**config.mk**
```make
export PLATFORM = sky130hd
export DESIGN_NAME = bldc_commutation_engine_flat
export DESIGN_NICKNAME = d
export VERILOG_FILES = /design/src/rtl/bldc_commutation_engine_if.sv /design/src/rtl/bldc_commutation_engine.sv /design/src/flat_wrapper.sv
export SDC_FILE = /design/constraint.sdc
export NUM_CORES = 1
export LEC_CHECK = 0
export CAP_MARGIN = 20
export CORE_MARGIN = 2
export CORE_UTILIZATION = 55
export DETAILED_ROUTE_END_ITERATION = 12
export DONT_BUFFER_PORTS = 1
export HOLD_SLACK_MARGIN = 0.02
export PLACE_DENSITY = 0.7
export SLEW_MARGIN = 10
export SYNTH_ARGS = -nofsm -noshare
export SYNTH_HDL_FRONTEND = slang
export SYNTH_SLANG_ARGS = --single-unit
```
**constraint.sdc**
```tcl
create_clock -name i_clk -period 5.61 [get_ports i_clk]
set_input_delay 0.2805 -clock i_clk [delete_from_list [all_inputs] [get_ports i_clk]]
set_output_delay 0.2805 -clock i_clk [all_outputs]
set_load 0.05 [all_outputs]
```
**src/rtl/bldc_commutation_engine_if.sv**
```systemverilog
// bldc_commutation_engine_if: control, feedback and gate-drive bundle of the BLDC commutation engine.
interface bldc_commutation_engine_if #(
    parameter int PWM_W      = 12,
    parameter int DEADTIME_W = 6,
    parameter int PERIOD_W   = 24
);
    logic                  i_enable;
    logic                  i_rot_ccw;
    logic [PWM_W-1:0]      i_duty;
    logic [DEADTIME_W-1:0] i_deadtime;
    logic [PERIOD_W-1:0]   i_stall_limit;
    logic                  i_fault_clear;
    logic [2:0]            i_hall_state;
    logic                  o_U_hi, o_U_lo, o_V_hi, o_V_lo, o_W_hi, o_W_lo;
    logic                  o_pwm_sync;
    logic [PERIOD_W-1:0]   o_hall_period;
    logic                  o_period_valid;
    logic [1:0]            o_fault;
    logic [1:0]            o_state;

    modport master (
        output i_enable, i_rot_ccw, i_duty, i_deadtime, i_stall_limit, i_fault_clear, i_hall_state,
        input  o_U_hi, o_U_lo, o_V_hi, o_V_lo, o_W_hi, o_W_lo,
        input  o_pwm_sync, o_hall_period, o_period_valid, o_fault, o_state
    );

    modport slave (
        input  i_enable, i_rot_ccw, i_duty, i_deadtime, i_stall_limit, i_fault_clear, i_hall_state,
        output o_U_hi, o_U_lo, o_V_hi, o_V_lo, o_W_hi, o_W_lo,
        output o_pwm_sync, o_hall_period, o_period_valid, o_fault, o_state
    );
endinterface

```
**src/rtl/bldc_commutation_engine.sv**
```systemverilog
// bldc_commutation_engine: hall-driven six-step commutation with high-side PWM, per-phase dead time,
// hall period measurement and latched invalid-hall / stall faults.
module bldc_commutation_engine #(
    parameter int PWM_W      = 12,
    parameter int DEADTIME_W = 6,
    parameter int PERIOD_W   = 24
) (
    input logic                      i_clk,
    input logic                      i_reset,
    bldc_commutation_engine_if.slave bus
);
    typedef enum logic [1:0] {IDLE = 2'b00, RUN = 2'b01, FAULT = 2'b10} state_e;
    localparam logic [1:0] PH_OFF = 2'd0, PH_HI = 2'd1, PH_LO = 2'd2;

    // Per-phase requests packed {W,V,U}; CCW swaps the HI/LO code bits of each phase.
    function automatic logic [5:0] decode(input logic [2:0] h, input logic ccw);
        logic [5:0] t;
        case (h)
            3'b001:  t = {PH_OFF, PH_LO, PH_HI};
            3'b011:  t = {PH_LO, PH_OFF, PH_HI};
            3'b010:  t = {PH_LO, PH_HI, PH_OFF};
            3'b110:  t = {PH_OFF, PH_HI, PH_LO};
            3'b100:  t = {PH_HI, PH_OFF, PH_LO};
            3'b101:  t = {PH_HI, PH_LO, PH_OFF};
            default: t = '0;
        endcase
        return ccw ? {t[4], t[5], t[2], t[3], t[0], t[1]} : t;
    endfunction

    logic [2:0]          hall_s1_q, hall_s2_q, hall_s3_q;
    logic [5:0]          dec_q;
    state_e              state_q;
    logic [1:0]          fault_q;
    logic [PWM_W-1:0]    pwm_q;
    logic                sync_q;
    logic [PERIOD_W-1:0] per_cnt_q, period_q;
    logic                per_valid_q, seen_q;
    logic [2:0]          hi, lo;
    logic                hall_ok, hall_ok_prev, hall_edge, stall_hit, run_nx, pwm_on;

    assign hall_ok      = hall_s2_q != 3'b000 && hall_s2_q != 3'b111;
    assign hall_ok_prev = hall_s3_q != 3'b000 && hall_s3_q != 3'b111;
    assign hall_edge    = hall_ok && hall_ok_prev && hall_s2_q != hall_s3_q;
    assign stall_hit    = bus.i_stall_limit != '0 && per_cnt_q >= bus.i_stall_limit;
    assign pwm_on       = pwm_q < bus.i_duty;
    // Gates may only drive while the next state is RUN, so leaving RUN zeroes them on the same edge.
    assign run_nx       = (state_q == RUN) ? hall_ok && !stall_hit && bus.i_enable
                                           : state_q == IDLE && hall_ok && bus.i_enable;

    always_ff @(posedge i_clk or posedge i_reset) begin
        if (i_reset) begin
            hall_s1_q <= '0;
            hall_s2_q <= '0;
            hall_s3_q <= '0;
            dec_q     <= '0;
            pwm_q     <= '0;
            sync_q    <= 1'b0;
        end else begin
            hall_s1_q <= bus.i_hall_state;
            hall_s2_q <= hall_s1_q;
            hall_s3_q <= hall_s2_q;
            dec_q     <= decode(hall_s2_q, bus.i_rot_ccw);
            pwm_q     <= pwm_q + PWM_W'(1);
            sync_q    <= &pwm_q;
        end
    end

    always_ff @(posedge i_clk or posedge i_reset) begin
        if (i_reset) begin
            state_q <= IDLE;
            fault_q <= 2'b00;
        end else begin
            case (state_q)
                IDLE: if (bus.i_enable && hall_ok) state_q <= RUN;
                RUN: begin
                    if (!hall_ok) begin
                        state_q <= FAULT;
                        fault_q <= 2'b01;
                    end else if (stall_hit) begin
                        state_q <= FAULT;
                        fault_q <= 2'b10;
                    end else if (!bus.i_enable) begin
                        state_q <= IDLE;
                    end
                end
                FAULT: if (bus.i_fault_clear && !bus.i_enable) begin
                    state_q <= IDLE;
                    fault_q <= 2'b00;
                end
                default: state_q <= IDLE;
            endcase
        end
    end

    always_ff @(posedge i_clk or posedge i_reset) begin
        if (i_reset) begin
            per_cnt_q   <= '0;
            period_q    <= '0;
            per_valid_q <= 1'b0;
            seen_q      <= 1'b0;
        end else begin
            per_valid_q <= 1'b0;
            if (state_q != RUN) begin
                per_cnt_q <= '0;
                seen_q    <= 1'b0;
            end else if (hall_edge) begin
                per_cnt_q <= PERIOD_W'(1);
                seen_q    <= 1'b1;
                if (seen_q) begin
                    period_q    <= per_cnt_q;
                    per_valid_q <= 1'b1;
                end
            end else if (~&per_cnt_q) begin
                per_cnt_q <= per_cnt_q + PERIOD_W'(1);
            end
        end
    end

    for (genvar p = 0; p < 3; p++) begin : g_ph
        logic [1:0]            req, tgt_q;
        logic [DEADTIME_W-1:0] dt_q;
        logic                  hi_q, lo_q;
        assign req = dec_q[2*p +: 2];
        always_ff @(posedge i_clk or posedge i_reset) begin
            if (i_reset) begin
                tgt_q <= PH_OFF;
                dt_q  <= '0;
                hi_q  <= 1'b0;
                lo_q  <= 1'b0;
            end else if (!run_nx) begin
                tgt_q <= PH_OFF;
                dt_q  <= '0;
                hi_q  <= 1'b0;
                lo_q  <= 1'b0;
            end else if (req != tgt_q) begin
                tgt_q <= req;
                dt_q  <= bus.i_deadtime;
                hi_q  <= bus.i_deadtime == '0 && req == PH_HI && pwm_on;
                lo_q  <= bus.i_deadtime == '0 && req == PH_LO;
            end else begin
                dt_q  <= (dt_q == '0) ? '0 : dt_q - DEADTIME_W'(1);
                hi_q  <= (dt_q <= DEADTIME_W'(1)) && tgt_q == PH_HI && pwm_on;
                lo_q  <= (dt_q <= DEADTIME_W'(1)) && tgt_q == PH_LO;
            end
        end
        assign hi[p] = hi_q;
        assign lo[p] = lo_q;
    end

    assign bus.o_U_hi         = hi[0];
    assign bus.o_U_lo         = lo[0];
    assign bus.o_V_hi         = hi[1];
    assign bus.o_V_lo         = lo[1];
    assign bus.o_W_hi         = hi[2];
    assign bus.o_W_lo         = lo[2];
    assign bus.o_pwm_sync     = sync_q;
    assign bus.o_hall_period  = period_q;
    assign bus.o_period_valid = per_valid_q;
    assign bus.o_fault        = fault_q;
    assign bus.o_state        = state_q;
endmodule

```
**src/flat_wrapper.sv**
```systemverilog
// flat-port wrapper written by rule: the top's interface ports become plain ports
module bldc_commutation_engine_flat 
#(
    parameter int PWM_W      = 12,
    parameter int DEADTIME_W = 6,
    parameter int PERIOD_W   = 24
)
  (i_clk, i_reset, bus_i_enable, bus_i_rot_ccw, bus_i_duty, bus_i_deadtime, bus_i_stall_limit, bus_i_fault_clear, bus_i_hall_state, bus_o_U_hi, bus_o_U_lo, bus_o_V_hi, bus_o_V_lo, bus_o_W_hi, bus_o_W_lo, bus_o_pwm_sync, bus_o_hall_period, bus_o_period_valid, bus_o_fault, bus_o_state);
  bldc_commutation_engine_if #(.PWM_W(PWM_W), .DEADTIME_W(DEADTIME_W), .PERIOD_W(PERIOD_W)) bus_i ();
  input logic i_clk;
  input logic i_reset;
  input wire logic [$bits(bus_i.i_enable)-1:0] bus_i_enable;
  input wire logic [$bits(bus_i.i_rot_ccw)-1:0] bus_i_rot_ccw;
  input wire logic [$bits(bus_i.i_duty)-1:0] bus_i_duty;
  input wire logic [$bits(bus_i.i_deadtime)-1:0] bus_i_deadtime;
  input wire logic [$bits(bus_i.i_stall_limit)-1:0] bus_i_stall_limit;
  input wire logic [$bits(bus_i.i_fault_clear)-1:0] bus_i_fault_clear;
  input wire logic [$bits(bus_i.i_hall_state)-1:0] bus_i_hall_state;
  output wire logic [$bits(bus_i.o_U_hi)-1:0] bus_o_U_hi;
  output wire logic [$bits(bus_i.o_U_lo)-1:0] bus_o_U_lo;
  output wire logic [$bits(bus_i.o_V_hi)-1:0] bus_o_V_hi;
  output wire logic [$bits(bus_i.o_V_lo)-1:0] bus_o_V_lo;
  output wire logic [$bits(bus_i.o_W_hi)-1:0] bus_o_W_hi;
  output wire logic [$bits(bus_i.o_W_lo)-1:0] bus_o_W_lo;
  output wire logic [$bits(bus_i.o_pwm_sync)-1:0] bus_o_pwm_sync;
  output wire logic [$bits(bus_i.o_hall_period)-1:0] bus_o_hall_period;
  output wire logic [$bits(bus_i.o_period_valid)-1:0] bus_o_period_valid;
  output wire logic [$bits(bus_i.o_fault)-1:0] bus_o_fault;
  output wire logic [$bits(bus_i.o_state)-1:0] bus_o_state;
  assign bus_i.i_enable = bus_i_enable;
  assign bus_i.i_rot_ccw = bus_i_rot_ccw;
  assign bus_i.i_duty = bus_i_duty;
  assign bus_i.i_deadtime = bus_i_deadtime;
  assign bus_i.i_stall_limit = bus_i_stall_limit;
  assign bus_i.i_fault_clear = bus_i_fault_clear;
  assign bus_i.i_hall_state = bus_i_hall_state;
  assign bus_o_U_hi = bus_i.o_U_hi;
  assign bus_o_U_lo = bus_i.o_U_lo;
  assign bus_o_V_hi = bus_i.o_V_hi;
  assign bus_o_V_lo = bus_i.o_V_lo;
  assign bus_o_W_hi = bus_i.o_W_hi;
  assign bus_o_W_lo = bus_i.o_W_lo;
  assign bus_o_pwm_sync = bus_i.o_pwm_sync;
  assign bus_o_hall_period = bus_i.o_hall_period;
  assign bus_o_period_valid = bus_i.o_period_valid;
  assign bus_o_fault = bus_i.o_fault;
  assign bus_o_state = bus_i.o_state;
  bldc_commutation_engine #(.PWM_W(PWM_W), .DEADTIME_W(DEADTIME_W), .PERIOD_W(PERIOD_W)) u_core (.i_clk(i_clk), .i_reset(i_reset), .bus(bus_i));
endmodule
```
==> results of run 1 <==
-- flip-flops by register name, indices dropped and copies added, names as in the netlist --
register and cells:
u_core.bus.o_pwm_sync 1, u_core.hall_s2_q 3, u_core.bus.o_fault 2, u_core.bus.o_period_valid 1, u_core.per_cnt_q 24, u_core.bus.o_U_hi 1, u_core.hall_s1_q 3, u_core.g_ph.tgt_q 6
u_core.g_ph.dt_q 18, u_core.pwm_q 12, u_core.bus.o_V_lo 1, u_core.dec_q 6, u_core.hall_s3_q 3, u_core.bus.o_U_lo 1, u_core.bus.o_W_hi 1, u_core.bus.o_hall_period 24
u_core.bus.o_state 2, u_core.bus.o_V_hi 1, u_core.bus.o_W_lo 1, u_core.seen_q 1
-- per-layer routing --
layer | GRT usage [%] | wire [um] | vias up
met4 | 7.32 | 196 | 0
met2 | 36.7 | 5960 | 112
met1 | 29.1 | 5530 | 2128
met5 | 0 | 0 | -
li1 | - | - | 2113
met3 | 6.05 | 896 | 16
-- synth_stat cells (all sizes together) (2+ instances only) --
cell type	number
a21boi	2
a21o	7
a21oi	28
a22oi	19
a32oi	2
and3	5
and4	3
buf	8
clkbuf	5
dfrtp	112
ha	49
inv	66
mux2	26
mux2i	5
nand2	42
nand2b	9
nand3	11
nand4	11
nor2	60
nor2b	4
nor3	22
nor4	15
o2111ai	3
o21a	5
o21ai	17
o22ai	3
o31ai	2
or3	4
or4	4
xnor2	31
xor2	13
-- logic make-up (layout without fill, tap and decap cells) --
family,after synthesis,count (layout),synth area share (%)
flip-flops,112,112,45.7
XOR/XNOR,44,44,6.28
buffers and inverters,79,90,5.43
multiplexers,31,31,5.59
AND/OR/NAND/NOR,193,193,16.2
AO/OA/AOI/OAI,98,98,10.8
adder cells (fa/ha/maj),49,49,10.0
-- what timing repair did --
action | CTS | global route
hold buffers | 5 | 0
resized for setup | 0 | 0
hold endpoints to repair | 34 | 0
buffers inserted | 0 | 0
-- power groups by stage --
stage          Sequential (uW)  Clock [uW]  Combinational, uW
2_1_floorplan             1030           0                530
3_3_place_gp              1050           0                608
3_5_place_dp              1060           0                627
4_1_cts                   1040         564                637
5_1_grt                   1050         590                719
6_report                  1040         545                636
-- metrics by stage --
step	cells	hold WS (ns)
6_report	757	0.0714
5_1_grt	757	0.0542
4_1_cts	756	0.0548
3_5_place_dp	735	0.161
3_3_place_gp	735	0.164
2_1_floorplan	606	0.312
-- critical path: stages (launching register included) --
cell and delay [ns]:
dfrtp_1 0.47, ha_1 0.35, a21oi_1 0.15, o21ai_0 0.16, a21boi_0 0.25, o2111ai_2 0.20
a31o_1 0.54, a211o_4 0.46, nor4_4 0.21
-- path summary, 6_finish.rpt --
check / startpoint / to / slack, ns / depth (start not counted)
min reg2reg: u_core.hall_s1_q[1] / u_core.hall_s2_q[1] / 0.36 / 0
max: u_core.per_cnt_q[19] / u_core.bus.o_V_hi / 2.72 / 8
min: bus_i_deadtime[2] / u_core.g_ph[2].dt_q[2] / 0.07 / 2
max in group asynchronous: i_reset / u_core.g_ph[1].dt_q[1] / 4.25 / 4
max reg2reg: u_core.per_cnt_q[19] / u_core.bus.o_V_hi / 2.72 / 8
min in group asynchronous: i_reset / u_core.bus.o_hall_period[18] / 0.36 / 2
-- cell type report --
cell class	count	share of cell area [%]
timing repair buffer	8	1.41
sequential	112	42.8
clock inverter	4	1.13
clock buffer	12	2.37
tap	140	2.68
multi-input combinational	415	45.8
inverter	66	3.82
==> reports/qor.txt, run 1 <==
Status -> finished, final reports clean
Cell Area, Synth -> 6130 sq um
Die Y -> 110 um
CTS tree -> built
First drt pass iteration count -> 4
Worst Max-Slew Pin Slew -> 0.986 ns
Sw frac -> 35.5%
Area grow syn2layout -> 6.75%
Gr usage total -> 22.5%
CTS buffer count -> 9
Clk_lat worst skew -> 0.38 ns
Hold Crit Class -> in2reg
Post-synth EDFFs -> 0
Worst vdd ir -> 0.189 mV
Synth Flop Type -> dfrtp_1
Ys Warns -> 0
Commonest cells after routing, fill and taps aside -> dfrtp_1 (112), inv_1 (65), nor2_1 (60), ha_1 (49), nand2_1 (42)
Gate count of the mapped netlist -> 606
Pwr Density -> 339 nW/um^2
Slew Limit Fails -> 0
Largest net degree at the start of global routing -> 84
DRC marker count from the first detailed-route iteration -> 213
Final worst-path setup slack -> 2.72 ns
Area after DPL -> 6240 sq um
Seq/Total Area, Yosys -> 45.7%
Fraction of the cycle the final worst path needs -> 51.5%
Cell taking the most area after synthesis -> dfrtp_1
# fillers -> 918
CP Launch Type -> register
RD Place Congestion -> 0.918
Antenna cell count -> 0
Commonest non-fill, non-tap cell in the layout -> dfrtp_1
I/O pins -> 86
Ys async rst share -> 100%
Initial Util -> 56.6%
First-pass GRT wire length -> 20.9 mm
HPWL after detailed placement -> 9.30 mm
Final Setup Violations -> 0
FF/Latch Area -> 2800 sq um
Place WS -> 2.72 ns
CP max FO -> 28
Top cell type's share of synthesized area -> 45.7%
H-tree depth -> 3
Vias in the first global route -> 4380
Syn_nets -> 705
Wire per inst -> 16.6 um
Sequential Power Share -> 46.8%
Worst clock skew -> 0.0113 ns
Via count -> 4369
#FFs+latches synth -> 112
Core box area -> 10800 sq um
Fmax -> 346 MHz
Fin Setup TNS -> 0 ns
Min Tclk post-route -> 2.89 ns
Largest cells by area after synthesis -> dfrtp_1 (46%), ha_1 (10%), mux2_2 (4.8%)
CP arrival -> 3.18 ns
Max-cap violations -> 0
Final ANT Viol Nets -> 0
Die area -> 12000 sq um
Pleak -> 0.00307 uW
Switching Power -> 788 uW
Share of post-route cells with drive strength above 1 -> 9.56%
Initial antenna violation count -> 0
Combinational Power Share -> 28.6%
Hold Vio Cnt, Final -> 0
Area of the multi-input gates -> 3000 sq um
Finished Cell Area -> 6550 sq um
Worst-path clk slew -> 0.10 ns
Required time worst endpoint -> 5.90 ns
Rows -> 38
Clock share of power -> 24.6%
Total Routed Length -> 12.6 mm
Die width -> 110 um
Root Buffer -> clkbuf_8
RSZ-0062 raised after global routing -> false
Via/cell ratio -> 5.77
CP Capture Type -> register
Count of input and output buffers -> 0
Final Power -> 2220 uW
Clock Tree Buf Depth -> 2
Sink Count -> 112
Nets -> 711
DRC violations left -> 0
Avg Synthesized Cell Area -> 10.1 sq um
Core Util, Final -> 60.4%
Slew HR -> 34.3%
Grt total ovfl -> 0
Yosys cell types -> 54
Int Power -> 1430 uW
Crit path kind -> reg2reg
(Power assumes the default switching activity.)
==> run 2: changes to the inputs <==
==> constraint.sdc (replaced) <==
create_clock -name i_clk -period 3 [get_ports i_clk]
set_input_delay 0.15 -clock i_clk [delete_from_list [all_inputs] [get_ports i_clk]]
set_output_delay 0.15 -clock i_clk [all_outputs]
set_load 0.05 [all_outputs]
==> run 2 against run 1 <==
  * Clock skew grew 0.0075 ns
  * Critical endpoint unchanged
  * Highest routed layer unchanged
  * Power grew 80%
  * Maximum frequency up 19%
  * Hold slack lost 0.018 ns
==> reports/qor.txt, run 2 (synthesis gave the netlist of run 1 again) <==
Fraction of the cycle the final worst path needs -> 80.7%
CTS buffer count -> 9
Final ANT Viol Nets -> 0
# resized after CTS -> 0
Fin Setup TNS -> 0 ns
Hold Crit Class -> in2reg
Count of input and output buffers -> 0
# fillers -> 929
Hold Vio Cnt, Final -> 0
Share of post-route cells with drive strength above 1 -> 10.0%
CP Launch Type -> register
Commonest cells after routing, fill and taps aside -> dfrtp_1 (112), inv_1 (65), nor2_1 (60), ha_1 (49), nand2_1 (42)
Status -> finished, final reports clean
Grt total ovfl -> 0
Pwr Density -> 609 nW/um^2
DRC violations left -> 0
Rows -> 38
Largest net degree at the start of global routing -> 52
Nets -> 723
Area of the multi-input gates -> 3000 sq um
Slew HR -> 51.4%
Commonest non-fill, non-tap cell in the layout -> dfrtp_1
Die Y -> 110 um
FF/Latch Area -> 2800 sq um
Initial antenna violation count -> 0
Worst clock skew -> 0.0188 ns
Gr usage total -> 22.7%
Pleak -> 0.00308 uW
Wire per inst -> 16.6 um
HPWL after detailed placement -> 9.54 mm
Via/cell ratio -> 5.77
Sink Count -> 112
RD Place Congestion -> 0.888
Placed cell count -> 742
DRC marker count from the first detailed-route iteration -> 256
Root Buffer -> clkbuf_8
Final Setup Violations -> 0
Die area -> 12000 sq um
Initial Util -> 56.6%
Place WS -> 0.577 ns
H-tree depth -> 3
First-pass GRT wire length -> 21.0 mm
Worst-path clk slew -> 0.11 ns
CP Capture Type -> register
Final worst-path setup slack -> 0.580 ns
CTS Hold Buffers Added -> 11
CP arrival -> 2.72 ns
Worst vdd ir -> 0.349 mV
Antenna cell count -> 0
First drt pass iteration count -> 5
Vias in the first global route -> 4529
Crit path kind -> reg2reg
Fmax -> 413 MHz
Required time worst endpoint -> 3.30 ns
Area grow syn2layout -> 7.32%
Via count -> 4435
Total Routed Length -> 12.8 mm
Min Tclk post-route -> 2.42 ns
Clock Tree Buf Depth -> 2
Clk_lat worst skew -> 0.38 ns
Final Instance Count excl. Fillers -> 769
I/O pins -> 86
CP max FO -> 6
Core box area -> 10800 sq um
CTS tree -> built
Worst Max-Slew Pin Slew -> 0.723 ns
RSZ-0062 raised after global routing -> false
Slew Limit Fails -> 0
Die width -> 110 um
Max-cap violations -> 0
Setup Buffers After CTS -> 0
## run 2: cell types whose count changed in the layout (fill, tap and decap cells not counted), sizes merged
cell         previous run  this run
clkinvlp                0         2
buf                     3         9
clkinv                  1         2
inv                    67        66
dlygate4sd3             5        11
bufinv                  2         0
## run 2: worst max-delay path, cell delays in order, from the launching register on
cell and delay, ns:
dfrtp_1 0.46, inv_1 0.07, ha_1 0.27, nand2b_4 0.14, a211oi_2 0.21, o221a_2 0.25, o2111ai_2 0.17, a31o_1 0.26
a211o_4 0.32, nor4_4 0.20
## run 2: cell type report
class | instances | share of cell area (%)
multi-input combinational | 415 | 45.5
sequential | 112 | 42.6
inverter | 66 | 3.82
timing repair buffer | 20 | 2.89
tap | 140 | 2.66
clock buffer | 12 | 2.05
clock inverter | 4 | 0.456
## run 2: through the flow
step	utilization (%)	power, uW	hold WS [ns]	cell area [sq um]
after floorplan	-	2910	0.181	6140
after detailed placement	58.2	3200	0.158	6310
after global routing	60.7	4280	0.0415	6580
after CTS	60.7	4040	0.0351	6580
final	60.7	4010	0.0539	6580
after global placement	58.2	3140	0.153	6310
## run 2: worst paths after layout
path	end	slack [ns]	depth (start not counted)	start
min in group asynchronous	u_core.g_ph[2].dt_q[1]	0.36	2	i_reset
min	u_core.dec_q[4]	0.05	3	bus_i_rot_ccw
max in group asynchronous	u_core.bus.o_hall_period[9]	1.81	3	i_reset
max	u_core.bus.o_V_hi	0.58	9	u_core.per_cnt_q[0]
min reg2reg	u_core.hall_s2_q[1]	0.36	0	u_core.hall_s1_q[1]
max reg2reg	u_core.bus.o_V_hi	0.58	9	u_core.per_cnt_q[0]
## run 2: routing by layer
metal / up-vias / GRT usage, % / share of wire [%]
li1: 2127 / - / -
met1: 2173 / 28.9 / 44
met2: 113 / 36.7 / 48
met3: 22 / 5.81 / 6.0
met4: 0 / 9.49 / 2.0
met5: - / 0 / 0
## run 2: power breakdown
part	leakage, uW	internal (uW)	switching (uW)
logic	0.00150	545	742
registers	0.00151	1650	257
clock network	0.0000810	307	505
total	0.00308	2500	1500
==> run 3: changes to the inputs <==
--- a/config.mk
+++ b/config.mk
@@ -5,13 +5,14 @@
 export SDC_FILE = /design/constraint.sdc
 export NUM_CORES = 1
 export LEC_CHECK = 0
+export ABC_AREA = 1
 export CAP_MARGIN = 20
 export CORE_MARGIN = 2
 export CORE_UTILIZATION = 55
 export DETAILED_ROUTE_END_ITERATION = 12
 export DONT_BUFFER_PORTS = 1
 export HOLD_SLACK_MARGIN = 0.02
-export PLACE_DENSITY = 0.7
+export PLACE_DENSITY = 0.73
 export SLEW_MARGIN = 10
 export SYNTH_ARGS = -nofsm -noshare
 export SYNTH_HDL_FRONTEND = slang
==> constraint.sdc (replaced) <==
create_clock -name i_clk -period 2.2 [get_ports i_clk]
set_input_delay 0.11 -clock i_clk [delete_from_list [all_inputs] [get_ports i_clk]]
set_output_delay 0.11 -clock i_clk [all_outputs]
set_load 0.05 [all_outputs]
==> run 3 against run 2 <==
  * Combinational power rose by 40%
  * Sequential cell count did not move
  * Cell count is 25% higher
  * Synthesized cell count increased by 30%
  * Die area rose by 4.5%
  * Sequential share of layout area is 3.4 points lower
  * Critical path depth increased by 4
  * Largest cell class unchanged
  * Via count increased by 20%
  * Largest power group unchanged
==> reports/qor.txt, run 3 <==
Finished Cell Area -> 7160 sq um
First-pass GRT wire length -> 24.9 mm
Delay of the slowest critical-path stage -> 0.46 ns
Int Power -> 3820 uW
Nets -> 915
CTS tree -> built
Reg2Reg Setup Slack -> 0.14 ns
Crit-path most repeated cell -> nand2_1
Worst-path clk slew -> 0.07 ns
Largest cells by area after synthesis -> dfrtp_1 (44%), ha_1 (9.6%), nand2_1 (9.4%)
Max-cap violations -> 0
Ys async rst share -> 100%
Pleak -> 0.00363 uW
CP max FO -> 14
H-tree depth -> 3
Required time worst endpoint -> 2.46 ns
Worst Max-Slew Pin Slew -> 0.556 ns
Wire per inst -> 15.4 um
Gate count of the mapped netlist -> 787
GR Util met3 -> 5.35%
Combinational Power Share -> 30.2%
Status -> finished, final reports clean
DRC violations left -> 0
Pwr Density -> 840 nW/um^2
Synth top cells by count -> nand2_1 (161), inv_1 (120), dfrtp_1 (112)
Crit path kind -> reg2reg
Hold path cells -> 4
Seq/Total Area, Yosys -> 43.7%
Worst vdd ir -> 0.861 mV
Count of input and output buffers -> 0
First drt pass iteration count -> 5
CP Capture Type -> register
Hold path start -> bus_i_fault_clear
Clock Tree Buf Depth -> 2
Die width -> 112 um
HPWL after detailed placement -> 11.2 mm
CP Launch Type -> register
Root Buffer -> clkbuf_16
Initial antenna violation count -> 0
Min Tclk post-route -> 2.06 ns
Final worst-path setup slack -> 0.141 ns
Synth Flop Type -> dfrtp_1
Crit-path leading delay family -> simple AND/OR/NAND/NOR gates
CP Cell Sequence -> ha_1 -> nand2_1 -> inv_1 -> nand2_1 -> nand2_1 -> nor2_1 -> nor2_1 -> nand2_1 -> nand2_2 -> nand3_2 -> nand2_4 -> buf_12 -> nor3_1
Commonest non-fill, non-tap cell in the layout -> nand2_1
Clk_lat worst skew -> 0.35 ns
CP max-delay cell -> dfrtp_1
Sw frac -> 36.5%
Hold Crit Class -> in2reg
R2R depth -> 13
Place WS -> 0.137 ns
Sink Count -> 112
Worst Path Buf+Inv -> 2
Met1 usage -> 33.6%
Initial Util -> 56.2%
Final Setup Violations -> 0
Switching Power -> 2200 uW
Fin Setup TNS -> 0 ns
Via count -> 5320
Core box area -> 11400 sq um
Avg Synthesized Cell Area -> 8.16 sq um
Top cell type's share of synthesized area -> 43.7%
Antenna cell count -> 0
Most frequent cell after synthesis -> nand2_1
Crit path launch -> u_core.per_cnt_q[6]
Syn_nets -> 886
Clock share of power -> 27.9%
Cell taking the most area after synthesis -> dfrtp_1
Vias in the first global route -> 5274
Critical path depth -> 13
#FFs+latches synth -> 112
Rows -> 39
Hold Vio Cnt, Final -> 0
Fmax -> 486 MHz
RSZ-0062 raised after global routing -> false
GRT Max-Usage Layer -> met2
CTS buffer count -> 9
Hold WS -> 0.157 ns
Slew HR -> 62.9%
Die area -> 12600 sq um
Fraction of the cycle the final worst path needs -> 93.6%
Ys Warns -> 0
Post-synth EDFFs -> 0
Cell Area, Synth -> 6420 sq um
Area after DPL -> 6670 sq um
Slew Limit Fails -> 0
Via/cell ratio -> 5.52
Total Routed Length -> 14.9 mm
Gr usage total -> 24.4%
CP arrival -> 2.32 ns
Final ANT Viol Nets -> 0
Share of post-route cells with drive strength above 1 -> 9.01%
Yosys cell types -> 51
Area grow syn2layout -> 11.5%
Sequential Power Share -> 41.9%
DRC marker count from the first detailed-route iteration -> 384
R2r startpoint -> u_core.per_cnt_q[6]
I/O pins -> 86
Largest net degree at the start of global routing -> 61
Grt total ovfl -> 0
RD Place Congestion -> 0.983
Die Y -> 112 um
Worst clock skew -> 0.00925 ns
Met2 usage -> 39.2%
Commonest cells after routing, fill and taps aside -> nand2_1 (159), inv_1 (119), dfrtp_1 (111), nor2_1 (90), ha_1 (49)
# fillers -> 1008
run 3: kinds of logic after synthesis:
kind of cell	Yosys count	share of synthesized area [%]
adders and majority gates	49	9.55
AOI/OAI and AO/OA	104	9.96
buffers and inverters	136	8.38
and+or+nand+nor	366	25.7
xor gates and xnor gates	20	2.73
DFF	112	43.7
run 3: stage by stage:
stage | std cells | power [uW] | util [%]
floorplan | 787 | 3870 | -
global placement | 934 | 4180 | 58.4
detailed placement | 934 | 4280 | 58.4
CTS | 961 | 5990 | 62.1
global route | 964 | 6400 | 62.7
finish | 964 | 6010 | 62.7
run 3: worst reg2reg max path, delay by kind of cell, from the launching register on:
family        cells  cell delay, ns
fa+ha+maj         1            0.30
flops             1            0.46
buf+inv           2            0.21
simple gates     10            1.01
run 3: area by class of cell:
type | count | area (sq um) | area share, %
inverters | 126 | 479 | 6.70
multi-input cells | 539 | 3110 | 43.4
clock buffers | 11 | 243 | 3.39
repair buffers | 28 | 280 | 3.92
flip-flops and latches | 112 | 2800 | 39.2
well taps | 143 | 179 | 2.50
clock inverters | 5 | 65.1 | 0.909
run 3: power by group through the flow:
| stage | Clock (uW) | Sequential, uW | Combinational, uW |
|---|---|---|---|
| 5_1_grt | 1790 | 2550 | 2070 |
| 6_report | 1680 | 2520 | 1810 |
| 4_1_cts | 1710 | 2520 | 1760 |
| 2_1_floorplan | 0 | 2590 | 1280 |
| 3_3_place_gp | 0 | 2540 | 1640 |
| 3_5_place_dp | 0 | 2560 | 1720 |
run 3: routing by layer:
layer  up-vias  routed length [um]
met5         -                   0
met2       170                6900
met3        16                1000
met4         0                 194
met1      2522                6780
li1       2612                   -
run 3: final timing paths:
kind / to
setup / recovery: u_core.bus.o_V_hi
hold / removal: u_core.bus.o_fault[1]
setup reg to reg: u_core.bus.o_V_hi
hold reg to reg: u_core.hall_s2_q[2]
max in group asynchronous: u_core.per_cnt_q[19]
min in group asynchronous: u_core.per_cnt_q[1]
run 3: repair_timing:
item                                   in CTS  in global routing
setup buffers                               0                  2
endpoints found under the hold margin      48                  0
hold buffers                               11                  0
resized for setup                           0                  8
setup endpoints to repair                   0                 33
